[src/rtl/boundary_link_arbiter_pkg.sv]
// Shared definitions for the boundary link arbiter: arbitration modes and link width helpers.
package link_pkg;

  localparam int unsigned ARB_RR    = 0;
  localparam int unsigned ARB_FIXED = 1;

  function automatic int unsigned tag_width(int unsigned channel_count);
    return (channel_count == 0) ? 1 : $clog2(channel_count + 1);
  endfunction

  function automatic int unsigned link_width(int unsigned channel_count,
                                             int unsigned payload_width);
    return payload_width + tag_width(channel_count);
  endfunction

endpackage

[src/rtl/boundary_link_arbiter_if.sv]
// Channel and link handshake bundle; master is the arbiter side, slave the surrounding fabric.
interface boundary_link_arbiter_if import link_pkg::*; #(
  parameter int unsigned CHANNEL_COUNT = 20,
  parameter int unsigned PAYLOAD_WIDTH = 20
);
  localparam int unsigned NumCh = CHANNEL_COUNT + 1;
  localparam int unsigned LinkW = link_width(CHANNEL_COUNT, PAYLOAD_WIDTH);

  logic [PAYLOAD_WIDTH*NumCh-1:0] ch_out_data;
  logic [NumCh-1:0]               ch_out_valid;
  logic [NumCh-1:0]               ch_out_ready;
  logic [PAYLOAD_WIDTH*NumCh-1:0] ch_in_data;
  logic [NumCh-1:0]               ch_in_valid;
  logic [NumCh-1:0]               ch_in_ready;
  logic [LinkW-1:0]               link_out_data;
  logic                           link_out_valid;
  logic                           link_out_ready;
  logic [LinkW-1:0]               link_in_data;
  logic                           link_in_valid;
  logic                           link_in_ready;
  logic                           has_flying_messages;
  logic                           tag_error;

  modport master (
    input  ch_out_data, ch_out_valid, ch_in_ready, link_out_ready, link_in_data, link_in_valid,
    output ch_out_ready, ch_in_data, ch_in_valid, link_out_data, link_out_valid, link_in_ready,
    output has_flying_messages, tag_error
  );

  modport slave (
    output ch_out_data, ch_out_valid, ch_in_ready, link_out_ready, link_in_data, link_in_valid,
    input  ch_out_ready, ch_in_data, ch_in_valid, link_out_data, link_out_valid, link_in_ready,
    input  has_flying_messages, tag_error
  );

endinterface

[src/rtl/boundary_link_arbiter_rr_arbiter.sv]
// Single-grant arbiter: round-robin from last grant, or fixed priority (top index, then lowest).
module rr_arbiter import link_pkg::*; #(
  parameter int unsigned NumReq = 21,
  parameter int unsigned IdxW   = 5
) (
  input  logic              clk,
  input  logic              reset,
  input  logic [NumReq-1:0] req_i,
  input  logic              en_i,
  input  logic              mode_i,   // 1: fixed priority
  output logic [NumReq-1:0] gnt_o,
  output logic [IdxW-1:0]   idx_o,
  output logic              valid_o
);

  logic [IdxW-1:0] last_q, last_d;
  logic [IdxW-1:0] idx;
  logic [IdxW:0]   sum;
  logic            found;

  always_comb begin
    found = 1'b0;
    idx   = '0;
    sum   = '0;
    if (mode_i) begin
      if (req_i[NumReq-1]) begin
        found = 1'b1;
        idx   = IdxW'(NumReq - 1);
      end else begin
        for (int unsigned i = 0; i < NumReq - 1; i++) begin
          if (!found && req_i[i]) begin
            found = 1'b1;
            idx   = IdxW'(i);
          end
        end
      end
    end else begin
      // Candidate index last+k wraps once at most since last < NumReq and k <= NumReq.
      for (int unsigned k = 1; k <= NumReq; k++) begin
        sum = {1'b0, last_q} + (IdxW+1)'(k);
        if (sum >= (IdxW+1)'(NumReq)) sum = sum - (IdxW+1)'(NumReq);
        if (!found && req_i[sum[IdxW-1:0]]) begin
          found = 1'b1;
          idx   = sum[IdxW-1:0];
        end
      end
    end
  end

  always_comb begin
    valid_o = found && en_i;
    idx_o   = idx;
    gnt_o   = '0;
    if (valid_o) gnt_o[idx] = 1'b1;
    last_d = valid_o ? idx : last_q;
  end

  always_ff @(posedge clk) begin
    if (reset) last_q <= IdxW'(NumReq - 1);
    else       last_q <= last_d;
  end

endmodule

[src/rtl/boundary_link_arbiter.sv]
// Merges PU and stage-controller channels onto a tagged link through an output queue,
// demultiplexes inbound link words, and reports in-flight traffic for termination detection.
module boundary_link_arbiter import link_pkg::*; #(
  parameter int unsigned CHANNEL_COUNT = 20,
  parameter int unsigned PAYLOAD_WIDTH = 20,
  parameter int unsigned OUT_DEPTH     = 4,
  parameter int unsigned ARB_MODE      = ARB_RR,
  parameter int unsigned LINGER_CYCLES = 3
) (
  input  logic                          clk,
  input  logic                          reset,
  boundary_link_arbiter_if.master       link_io
);

  localparam int unsigned NumCh = CHANNEL_COUNT + 1;
  localparam int unsigned TagW  = tag_width(CHANNEL_COUNT);
  localparam int unsigned AddrW = $clog2(OUT_DEPTH);
  localparam int unsigned CntW  = AddrW + 1;
  localparam int unsigned LingW = $clog2(LINGER_CYCLES + 2);

  typedef struct packed {
    logic [TagW-1:0]          tag;
    logic [PAYLOAD_WIDTH-1:0] payload;
  } link_word_t;

  // Outbound arbitration and queue
  logic [NumCh-1:0] gnt;
  logic [TagW-1:0]  gnt_idx;
  logic             push, pop, full, empty;
  link_word_t       push_word;

  link_word_t       mem_q [OUT_DEPTH];
  logic [AddrW-1:0] wr_ptr_q, wr_ptr_d, rd_ptr_q, rd_ptr_d;
  logic [CntW-1:0]  cnt_q, cnt_d;

  rr_arbiter #(
    .NumReq (NumCh),
    .IdxW   (TagW)
  ) u_arb (
    .clk     (clk),
    .reset   (reset),
    .req_i   (link_io.ch_out_valid),
    .en_i    (!full),
    .mode_i  (ARB_MODE == ARB_FIXED),
    .gnt_o   (gnt),
    .idx_o   (gnt_idx),
    .valid_o (push)
  );

  always_comb begin
    full              = (cnt_q == CntW'(OUT_DEPTH));
    empty             = (cnt_q == '0);
    pop               = !empty && link_io.link_out_ready;
    push_word.tag     = gnt_idx;
    push_word.payload = link_io.ch_out_data[gnt_idx*PAYLOAD_WIDTH +: PAYLOAD_WIDTH];
    wr_ptr_d          = push ? wr_ptr_q + AddrW'(1) : wr_ptr_q;
    rd_ptr_d          = pop  ? rd_ptr_q + AddrW'(1) : rd_ptr_q;
    cnt_d             = cnt_q + CntW'(push) - CntW'(pop);
  end

  always_ff @(posedge clk) begin
    if (push) mem_q[wr_ptr_q] <= push_word;
  end

  assign link_io.ch_out_ready   = gnt;
  assign link_io.link_out_valid = !empty;
  assign link_io.link_out_data  = mem_q[rd_ptr_q];

  // Inbound holding register
  link_word_t       hold_q, hold_d;
  logic             hold_valid_q, hold_valid_d;
  logic             tag_error_q, tag_error_d;
  logic             hold_legal, hold_done, in_ready;
  logic [NumCh-1:0] in_valid;

  always_comb begin
    hold_legal   = (hold_q.tag <= TagW'(CHANNEL_COUNT));
    // An illegal word has no consumer and drains unconditionally.
    hold_done    = hold_valid_q && (!hold_legal || link_io.ch_in_ready[hold_q.tag]);
    in_ready     = !hold_valid_q || hold_done;
    in_valid     = '0;
    if (hold_valid_q && hold_legal) in_valid[hold_q.tag] = 1'b1;
    hold_d       = hold_q;
    hold_valid_d = hold_valid_q;
    if (link_io.link_in_valid && in_ready) begin
      hold_d       = link_io.link_in_data;
      hold_valid_d = 1'b1;
    end else if (hold_done) begin
      hold_valid_d = 1'b0;
    end
    tag_error_d = tag_error_q || (hold_valid_q && !hold_legal);
  end

  assign link_io.link_in_ready = in_ready;
  assign link_io.ch_in_valid   = in_valid;
  assign link_io.ch_in_data    = {NumCh{hold_q.payload}};
  assign link_io.tag_error     = tag_error_q;

  // Quiescence linger
  logic             activity;
  logic [LingW-1:0] linger_q, linger_d;

  always_comb begin
    activity = !empty || hold_valid_q || (|link_io.ch_out_valid);
    if (activity)            linger_d = LingW'(LINGER_CYCLES);
    else if (linger_q != '0) linger_d = linger_q - LingW'(1);
    else                     linger_d = '0;
  end

  assign link_io.has_flying_messages = activity || (linger_q != '0);

  always_ff @(posedge clk) begin
    if (reset) begin
      wr_ptr_q     <= '0;
      rd_ptr_q     <= '0;
      cnt_q        <= '0;
      hold_q       <= '0;
      hold_valid_q <= 1'b0;
      tag_error_q  <= 1'b0;
      linger_q     <= '0;
    end else begin
      wr_ptr_q     <= wr_ptr_d;
      rd_ptr_q     <= rd_ptr_d;
      cnt_q        <= cnt_d;
      hold_q       <= hold_d;
      hold_valid_q <= hold_valid_d;
      tag_error_q  <= tag_error_d;
      linger_q     <= linger_d;
    end
  end

endmodule

[src/flat_wrapper.sv]
// flat-port wrapper written by rule: the top's interface ports become plain ports
module boundary_link_arbiter_flat import link_pkg::*;
#(
  parameter int unsigned CHANNEL_COUNT = 20,
  parameter int unsigned PAYLOAD_WIDTH = 20,
  parameter int unsigned OUT_DEPTH     = 4,
  parameter int unsigned ARB_MODE      = ARB_RR,
  parameter int unsigned LINGER_CYCLES = 3
)
  (clk, reset, link_io_ch_out_data, link_io_ch_out_valid, link_io_ch_in_ready, link_io_link_out_ready, link_io_link_in_data, link_io_link_in_valid, link_io_ch_out_ready, link_io_ch_in_data, link_io_ch_in_valid, link_io_link_out_data, link_io_link_out_valid, link_io_link_in_ready, link_io_has_flying_messages, link_io_tag_error);
  boundary_link_arbiter_if #(.CHANNEL_COUNT(CHANNEL_COUNT), .PAYLOAD_WIDTH(PAYLOAD_WIDTH)) link_io_i ();
  input  logic clk;
  input  logic reset;
  input wire logic [$bits(link_io_i.ch_out_data)-1:0] link_io_ch_out_data;
  input wire logic [$bits(link_io_i.ch_out_valid)-1:0] link_io_ch_out_valid;
  input wire logic [$bits(link_io_i.ch_in_ready)-1:0] link_io_ch_in_ready;
  input wire logic [$bits(link_io_i.link_out_ready)-1:0] link_io_link_out_ready;
  input wire logic [$bits(link_io_i.link_in_data)-1:0] link_io_link_in_data;
  input wire logic [$bits(link_io_i.link_in_valid)-1:0] link_io_link_in_valid;
  output wire logic [$bits(link_io_i.ch_out_ready)-1:0] link_io_ch_out_ready;
  output wire logic [$bits(link_io_i.ch_in_data)-1:0] link_io_ch_in_data;
  output wire logic [$bits(link_io_i.ch_in_valid)-1:0] link_io_ch_in_valid;
  output wire logic [$bits(link_io_i.link_out_data)-1:0] link_io_link_out_data;
  output wire logic [$bits(link_io_i.link_out_valid)-1:0] link_io_link_out_valid;
  output wire logic [$bits(link_io_i.link_in_ready)-1:0] link_io_link_in_ready;
  output wire logic [$bits(link_io_i.has_flying_messages)-1:0] link_io_has_flying_messages;
  output wire logic [$bits(link_io_i.tag_error)-1:0] link_io_tag_error;
  assign link_io_i.ch_out_data = link_io_ch_out_data;
  assign link_io_i.ch_out_valid = link_io_ch_out_valid;
  assign link_io_i.ch_in_ready = link_io_ch_in_ready;
  assign link_io_i.link_out_ready = link_io_link_out_ready;
  assign link_io_i.link_in_data = link_io_link_in_data;
  assign link_io_i.link_in_valid = link_io_link_in_valid;
  assign link_io_ch_out_ready = link_io_i.ch_out_ready;
  assign link_io_ch_in_data = link_io_i.ch_in_data;
  assign link_io_ch_in_valid = link_io_i.ch_in_valid;
  assign link_io_link_out_data = link_io_i.link_out_data;
  assign link_io_link_out_valid = link_io_i.link_out_valid;
  assign link_io_link_in_ready = link_io_i.link_in_ready;
  assign link_io_has_flying_messages = link_io_i.has_flying_messages;
  assign link_io_tag_error = link_io_i.tag_error;
  boundary_link_arbiter #(.CHANNEL_COUNT(CHANNEL_COUNT), .PAYLOAD_WIDTH(PAYLOAD_WIDTH), .OUT_DEPTH(OUT_DEPTH), .ARB_MODE(ARB_MODE), .LINGER_CYCLES(LINGER_CYCLES)) u_core (.clk(clk), .reset(reset), .link_io(link_io_i));
endmodule
[config.mk]
export PLATFORM = sky130hd
export DESIGN_NAME = boundary_link_arbiter_flat
export DESIGN_NICKNAME = d
export VERILOG_FILES = /design/src/rtl/boundary_link_arbiter_pkg.sv /design/src/rtl/boundary_link_arbiter_if.sv /design/src/rtl/boundary_link_arbiter_rr_arbiter.sv /design/src/rtl/boundary_link_arbiter.sv /design/src/flat_wrapper.sv
export SDC_FILE = /design/constraint.sdc
export NUM_CORES = 1
export LEC_CHECK = 0
export ABC_AREA = 1
export CAP_MARGIN = 40
export CORE_AREA = 2 2 382 384
export DETAILED_ROUTE_END_ITERATION = 8
export DIE_AREA = 0 0 384 386
export SLEW_MARGIN = 30
export SYNTH_ARGS = -nofsm -noshare
export SYNTH_HDL_FRONTEND = slang
export SYNTH_HIERARCHICAL = 1
export SYNTH_SLANG_ARGS = --single-unit
export TNS_END_PERCENT = 100
[constraint.sdc]
create_clock -name clk -period 11.55 [get_ports clk]
set_input_delay 1.7325 -clock clk [delete_from_list [all_inputs] [get_ports clk]]
set_output_delay 1.7325 -clock clk [all_outputs]
set_load 0.02 [all_outputs]
Word-level counts from Yosys, hierarchy flattened. Memories as Yosys holds them, arrays and structs flattened. A register that Yosys moved wholly into a read port is not among the register bits. Index checks and enable logic that the tools add are counted.

Flip-flop bits (word level): 42. ROM bits: 0. Bits in writable memories: 100. Input port bits: 491. Memories kept: 1. Word-level logic and storage cells: 293. Latch bits: 0. Output and inout bits: 491.

Divide/modulo/power cells: 0. Bitwise operators: 1. Shift operators: 1. Multipliers: 1. Mux-type cells: 121. Reductions and logical operators: 63. Eq/ne operators: 1. Add/subtract/negate cells: 47. Magnitude comparators: 47.

Memory list: u_core.mem_q (words 4, width 25, read ports 1, clocked after Yosys merged registers in 1, wr ports 1, line boundary_link_arbiter.sv:32) `link_word_t mem_q [OUT_DEPTH];`.

Operator list (count): variable part select 420 x 11 -> 20 bit (1); two-way mux 5 bit (42); < comparator 5 x 6 -> 1 bit, second input constant (23); >= comparator 6 x 5 -> 1 bit, second input constant (21); binary-select mux 1 bit (select 5 bit) (22); subtractor 5 bit, second input constant (21); two-way mux 1 bit (49); adder 5 x 4 -> 6 bit, second input constant (8); two-way mux 21 bit (2); adder 5 x 5 -> 6 bit, second input constant (6); logical AND 1 bit (28); adder 5 x 3 -> 6 bit, second input constant (4); zero test 1 bit (24); OR reduction 21 bit (1); adder 5 x 2 -> 6 bit, second input constant (2); demux 1 bit (select 5 bit) (2); >= comparator 5 x 1 -> 1 bit, second input constant (2); multiplier 5 x 3 -> 8 bit, second input constant (1); two-way mux 2 bit (4); adder 5 x 1 -> 6 bit, second input constant (1); logical OR 1 bit (6); less-or-equal comparator 5 bit, second input constant (1); adder 2 x 1 -> 2 bit, second input constant (2); adder 3 x 1 -> 3 bit (1); 8 further kinds (8).

Depth between registers and ports, before layout.
Depth in word-level cells: 71. Depth in mapped cells: 50. Mapped depth without buffers: 46.

Modules after synthesis. Netlist, hierarchy kept.

Modules (own cells, without submodules): boundary_link_arbiter (cells each 1826, instances 1, area an instance 12995.0 um^2, seq. area each 3783.6 um^2); rr_arbiter (cells each 1840, instances 1, area an instance 9410.3 um^2, seq. area each 100.1 um^2).

Worst setup path before layout. OpenSTA, ideal clock, no wires.

Kind: register to output. Start: register u_core.u_arb.last_q[0]. End: output port link_io_ch_out_ready[2]. Slack: 4994 ps. Data required time: 9818 ps. Arrival time: 4824 ps. Stages on the path, launching flop included: 32. Path buffers: 6. Cells stage by stage: dfxtp_1 -> buf_6 -> inv_4 -> buf_2 -> buf_2 -> ha_1 -> buf_2 -> inv_1 -> clkbuf_1 -> nand2_1 -> o21ai_0 -> clkbuf_1 -> o211ai_1 -> o311ai_0 -> o311ai_0 -> nand3_1 -> nand4_4 -> nor2_4 -> nand4_4 -> nor2_4 -> nand4_4 -> nor2_4 -> nand3_1 -> o21ai_0 -> inv_1 -> nand2_1 -> nand2_1 -> nand2_1 -> nand2_1 -> nand2_2 -> nand3_2 -> nor2_1.

Cells in the longest elaborated chain, start to end: 71. Elaborated cells on any way between the ends: 215. Those cells by class: 42 x add/sub; 23 x order compare; 108 x mux; 42 x reduce/logical.

RTL lines: start: declaration (line boundary_link_arbiter_rr_arbiter.sv:16) `logic [IdxW-1:0] last_q, last_d;`; start signal: assignment (line boundary_link_arbiter_rr_arbiter.sv:59) `if (reset) last_q <= IdxW'(NumReq - 1);`; start signal: assignment (line boundary_link_arbiter_rr_arbiter.sv:60) `else last_q <= last_d;`; adder 5 x 1 -> 6 bit (line boundary_link_arbiter_rr_arbiter.sv:40) `sum = {1'b0, last_q} + (IdxW+1)'(k);`; subtractor 5 bit / >= comparator 6 x 5 -> 1 bit (equally long branches) (line boundary_link_arbiter_rr_arbiter.sv:41) `if (sum >= (IdxW+1)'(NumReq)) sum = sum - (IdxW+1)'(NumReq);`; two-way mux 5 bit (line boundary_link_arbiter_rr_arbiter.sv:41); binary-select mux 1 bit (select 5 bit) (line boundary_link_arbiter_rr_arbiter.sv:42) `if (!found && req_i[sum[IdxW-1:0]]) begin`; two-way mux 1 bit (not written as such) (line boundary_link_arbiter_rr_arbiter.sv:42); two-way mux 1 bit (line boundary_link_arbiter_rr_arbiter.sv:42); zero test 1 bit (line boundary_link_arbiter_rr_arbiter.sv:42); logical AND 1 bit (line boundary_link_arbiter_rr_arbiter.sv:42); (+56 left out); logical AND 1 bit (line boundary_link_arbiter_rr_arbiter.sv:42); two-way mux 5 bit (*) (line boundary_link_arbiter_rr_arbiter.sv:42); named net u_core.gnt_idx[1] (line boundary_link_arbiter.sv:28) `logic [TagW-1:0] gnt_idx;`; < comparator 5 x 6 -> 1 bit (not written as such) / >= comparator 5 x 1 -> 1 bit (equally long branches) (line boundary_link_arbiter_rr_arbiter.sv:54) `if (valid_o) gnt_o[idx] = 1'b1;`; logical AND 1 bit (not written as such) (line boundary_link_arbiter_rr_arbiter.sv:54); two-way mux 1 bit (not written as such) (line boundary_link_arbiter_rr_arbiter.sv:54); demux 1 bit (select 5 bit) (*) (line boundary_link_arbiter_rr_arbiter.sv:54); two-way mux 21 bit (*) (line boundary_link_arbiter_rr_arbiter.sv:54); end: declaration (line flat_wrapper.sv:20) `output wire logic [$bits(link_io_i.ch_out_ready)-1:0] link_io_ch_out_ready;`.

The timed path passes the listed nets; every way through them passes the cells marked *. The select of a mux whose other input is x is not followed.

Worst setup path after layout.
Start: input port link_io_ch_out_valid[19]. End: output port link_io_ch_out_ready[20].

Cells in the longest elaborated chain, start to end: 68. Elaborated cells on any way between the ends: 131. Those cells by class: 2 x order compare; 87 x mux; 42 x reduce/logical.

RTL lines: start: declaration (line flat_wrapper.sv:15) `input wire logic [$bits(link_io_i.ch_out_valid)-1:0] link_io_ch_out_valid;`; binary-select mux 1 bit (select 5 bit) (line boundary_link_arbiter_rr_arbiter.sv:42); two-way mux 1 bit (not written as such) (line boundary_link_arbiter_rr_arbiter.sv:42); two-way mux 1 bit (line boundary_link_arbiter_rr_arbiter.sv:42); zero test 1 bit (line boundary_link_arbiter_rr_arbiter.sv:42); logical AND 1 bit (line boundary_link_arbiter_rr_arbiter.sv:42); two-way mux 1 bit (line boundary_link_arbiter_rr_arbiter.sv:42); zero test 1 bit (line boundary_link_arbiter_rr_arbiter.sv:42); logical AND 1 bit (line boundary_link_arbiter_rr_arbiter.sv:42); (+53 left out); logical AND 1 bit (line boundary_link_arbiter_rr_arbiter.sv:42); two-way mux 5 bit (*) (line boundary_link_arbiter_rr_arbiter.sv:42); named net u_core.gnt_idx[2] (line boundary_link_arbiter.sv:28); < comparator 5 x 6 -> 1 bit (not written as such) / >= comparator 5 x 1 -> 1 bit (equally long branches) (line boundary_link_arbiter_rr_arbiter.sv:54); logical AND 1 bit (not written as such) (line boundary_link_arbiter_rr_arbiter.sv:54); two-way mux 1 bit (not written as such) (line boundary_link_arbiter_rr_arbiter.sv:54); demux 1 bit (select 5 bit) (*) (line boundary_link_arbiter_rr_arbiter.sv:54); two-way mux 21 bit (*) (line boundary_link_arbiter_rr_arbiter.sv:54).

Marks and branches as above.

==> flow_summary.json <==
{
  "min_period_ps": 9470,
  "crit_required_ps": 9820,
  "dpl.hpwl_um": 127000,
  "drt-initial-drc-count": 2541,
  "worstHoldPathType": "reg -> reg",
  "vias": 27700,
  "clock-sinks": 144,
  "worstSetupPathType": "in -> out",
  "synth_top_family_by_area": "simple AND/OR/NAND/NOR gates",
  "postCtsSetupRepairBufs": 0,
  "cts_tree": "yes",
  "synth.distinct_cells": 67,
  "gr-total-overflow": 0,
  "status": "finished clean",
  "grt_max_degree": 103,
  "dieArea_um2": 148000,
  "ys_ff_latch": 144,
  "die_w_um": 384,
  "cts_resized": 0,
  "skew_ps": 29.0,
  "final_hold_viol_count": 0,
  "clk_latency_ps": 470,
  "synth_xor_area_share_pct": 1.52,
  "yosysTopAreaCell": "buf_4",
  "std_cell_rows": 140,
  "regToRegStartpoint": "u_core/u_arb/last_q[3]",
  "via_per_inst": 4.55,
  "cts-htree-levels": 4,
  "fin_tns_setup_ps": 0,
  "max-clock-path-buffers": 2,
  "synth_compound_area_share_pct": 23.9,
  "synth-edff-count": 100,
  "tightest_slew_ps": 884,
  "postSynthCellCount": 3666,
  "drtPass1Iterations": 5,
  "rsz0062_at_grt": "no",
  "postSynthAreaPerCell_um2": 6.11,
  "synthFlopType": "edfxtp_1",
  "relSlewSlack_pct": 39.3,
  "io_buffer_count": 981,
  "gp_congestion": 0.990,
  "drv_slew": 0,
  "setup.worst_path.start": "link_io_ch_out_valid[19]",
  "antenna_found_initial": 44,
  "io_pins": 982,
  "synthToLayoutAreaGrowth_pct": 43.4,
  "fmax_mhz": 106,
  "cts-buffers-inserted": 17,
  "synth_mux_area_share_pct": 0.0447,
  "setup_viol_count_final": 0,
  "coreArea_um2": 145000,
  "worst-path-max-fanout": 15,
  "grtUsageTotal_pct": 19.5,
  "yosysSeqAreaShare_pct": 17.3,
  "synth-simple-area-share_pct": 32.2,
  "nNetsFinal": 4664,
  "endpoint_kind": "output pin",
  "async_reset_ff_share_pct": 0,
  "hold_buffers": 0,
  "fin_crit_sh_pct": 82.0,
  "hp-start": "u_core/rd_ptr_q[1]",
  "synth-adder-area-share_pct": 1.76,
  "drc_errors": 0,
  "initial_core_util_pct": 15.5,
  "worstSetupStartpointType": "primary input",
  "grt_pass1_wl_um": 202000,
  "wl_um": 154000,
  "drive_above_1_share_pct": 7.68,
  "yosys_warnings": 6,
  "ant_nets": 0,
  "netlist_area_um2": 22400,
  "synthTopCellsByArea": "buf_4 (14%), edfxtp_1 (13%), nand2_1 (12%), o21ai_0 (10%), nor2_1 (8.5%)",
  "die_h_um": 386,
  "grt_pass1_vias": 24900,
  "critPathArrivalTime_ps": 7740,
  "yosysTopAreaCellShare_pct": 14.4,
  "cts_root_buf": "clkbuf_16",
  "wl_per_cell_um": 25.4,
  "max_cap_violations": 0,
  "path_clk_slew_ps": 70
}
## worst paths after layout
path,end,depth (start not counted),slack (ps)
setup / recovery,link_io_ch_out_ready[20],24,2080
hold / removal,register,2,460
setup reg to reg,u_core/mem_q[2][12],36,2920
hold reg to reg,register,2,460
## synth_stat cells (all sizes together), types with 34 or more instances
cell type,n
o221ai,34
nand2,762
nor2,525
o211ai,125
o21ai,516
inv,277
edfxtp,100
nand3,292
a21oi,133
clkbuf,120
o22ai,52
buf,505
dfxtp,44
## area by class of cell
| cell class | count | area [µm²] |
|---|---|---|
| antenna | 15 | 37.5 |
| clock buffer | 17 | 425 |
| clock inverter | 15 | 184 |
| fill | 16300 | 112000 |
| inverter | 281 | 1070 |
| multi-input combinational | 2619 | 13400 |
| sequential | 144 | 3890 |
| tap | 1917 | 2400 |
| timing repair buffer | 1079 | 10700 |
## per-stage QoR
step           area, µm²  setup slack (ps)  util, %  hold slack (ps)  instances
6_report           32100              2080     22.2              463       6087
5_1_grt            32100              1610     22.2              483       6080
4_1_cts            32000              2050     22.1              467       6066
3_5_place_dp       31400              2070     21.7              455       6034
3_3_place_gp       31100              1930     21.5              454       6009
2_1_floorplan      22400              4990        -              436       3669
## critical path, cell delays in order
cell and delay [ps]:
clkdlybuf4s50_1 840, inv_1 650, nand2_1 110, o211ai_1 100, nand3_1 110, nand2_1 150, a21boi_0 220, nand2_1 100
nor2_2 230, nand4_1 230, nor2_1 190, nand4_1 250, nor2_1 190, nand4_1 150, nor2_1 210, nand4_1 170
inv_1 180, nand2_1 70, nand3_1 100, nand2_1 100, a21boi_4 310, nand2_1 120, nor2_1 460, clkdlybuf4s50_1 720
## flip-flops by register name, indices dropped and copies added (netlist names), 2 cells and up, named ones only
name,cells
u_core/link_io.ch_in_data,20
u_core/u_arb/last_q,5
u_core/rd_ptr_q,2
u_core/hold_q,5
u_core/cnt_q,3
u_core/wr_ptr_q,2
u_core/linger_q,3
u_core/mem_q,100
## cell families after synthesis
kind of cell / count (synthesis)
and+or+nand+nor: 1633
AOI/OAI and AO/OA: 915
buffers and inverters: 906
DFF: 144
xor gates and xnor gates: 35
adders and majority gates: 31
other: 1
muxes: 1
## cells in the final DEF, fill, tap and decap left out, drive strengths merged, types with 2 or more instances in the layout
cell	count
diode	15
a21boi	3
o311ai	10
a31o	2
a211oi	7
nor4	7
o21ai	516
nor3	15
clkbuf	17
o41ai	2
dfxtp	44
ha	30
nand2	762
o221ai	34
inv	286
nor2	525
o32ai	3
nand4	21
clkinv	10
conb	4
o211ai	125
o21a	6
a31oi	9
a21oi	133
xnor2	6
nand3	292
or2	7
o2111ai	3
clkdlybuf4s50	977
xor2	29
nand3b	3
o31ai	6
edfxtp	100
buf	102
o22ai	52
## routing by layer
metal / part of all wire (%) / GRT usage (%) / vias to the layer above
met1: 38 / 22.5 / 13100
met3: 6.6 / 2.92 / 241
met4: 5.9 / 10.2 / 4
met2: 50 / 34.6 / 1510
met5: 0.012 / 0 / -
li1: - / - / 12900
Power is left out: the tool's default activity adds up to more than one toggle a clock period on the data nets, which glitch-free logic cannot reach.
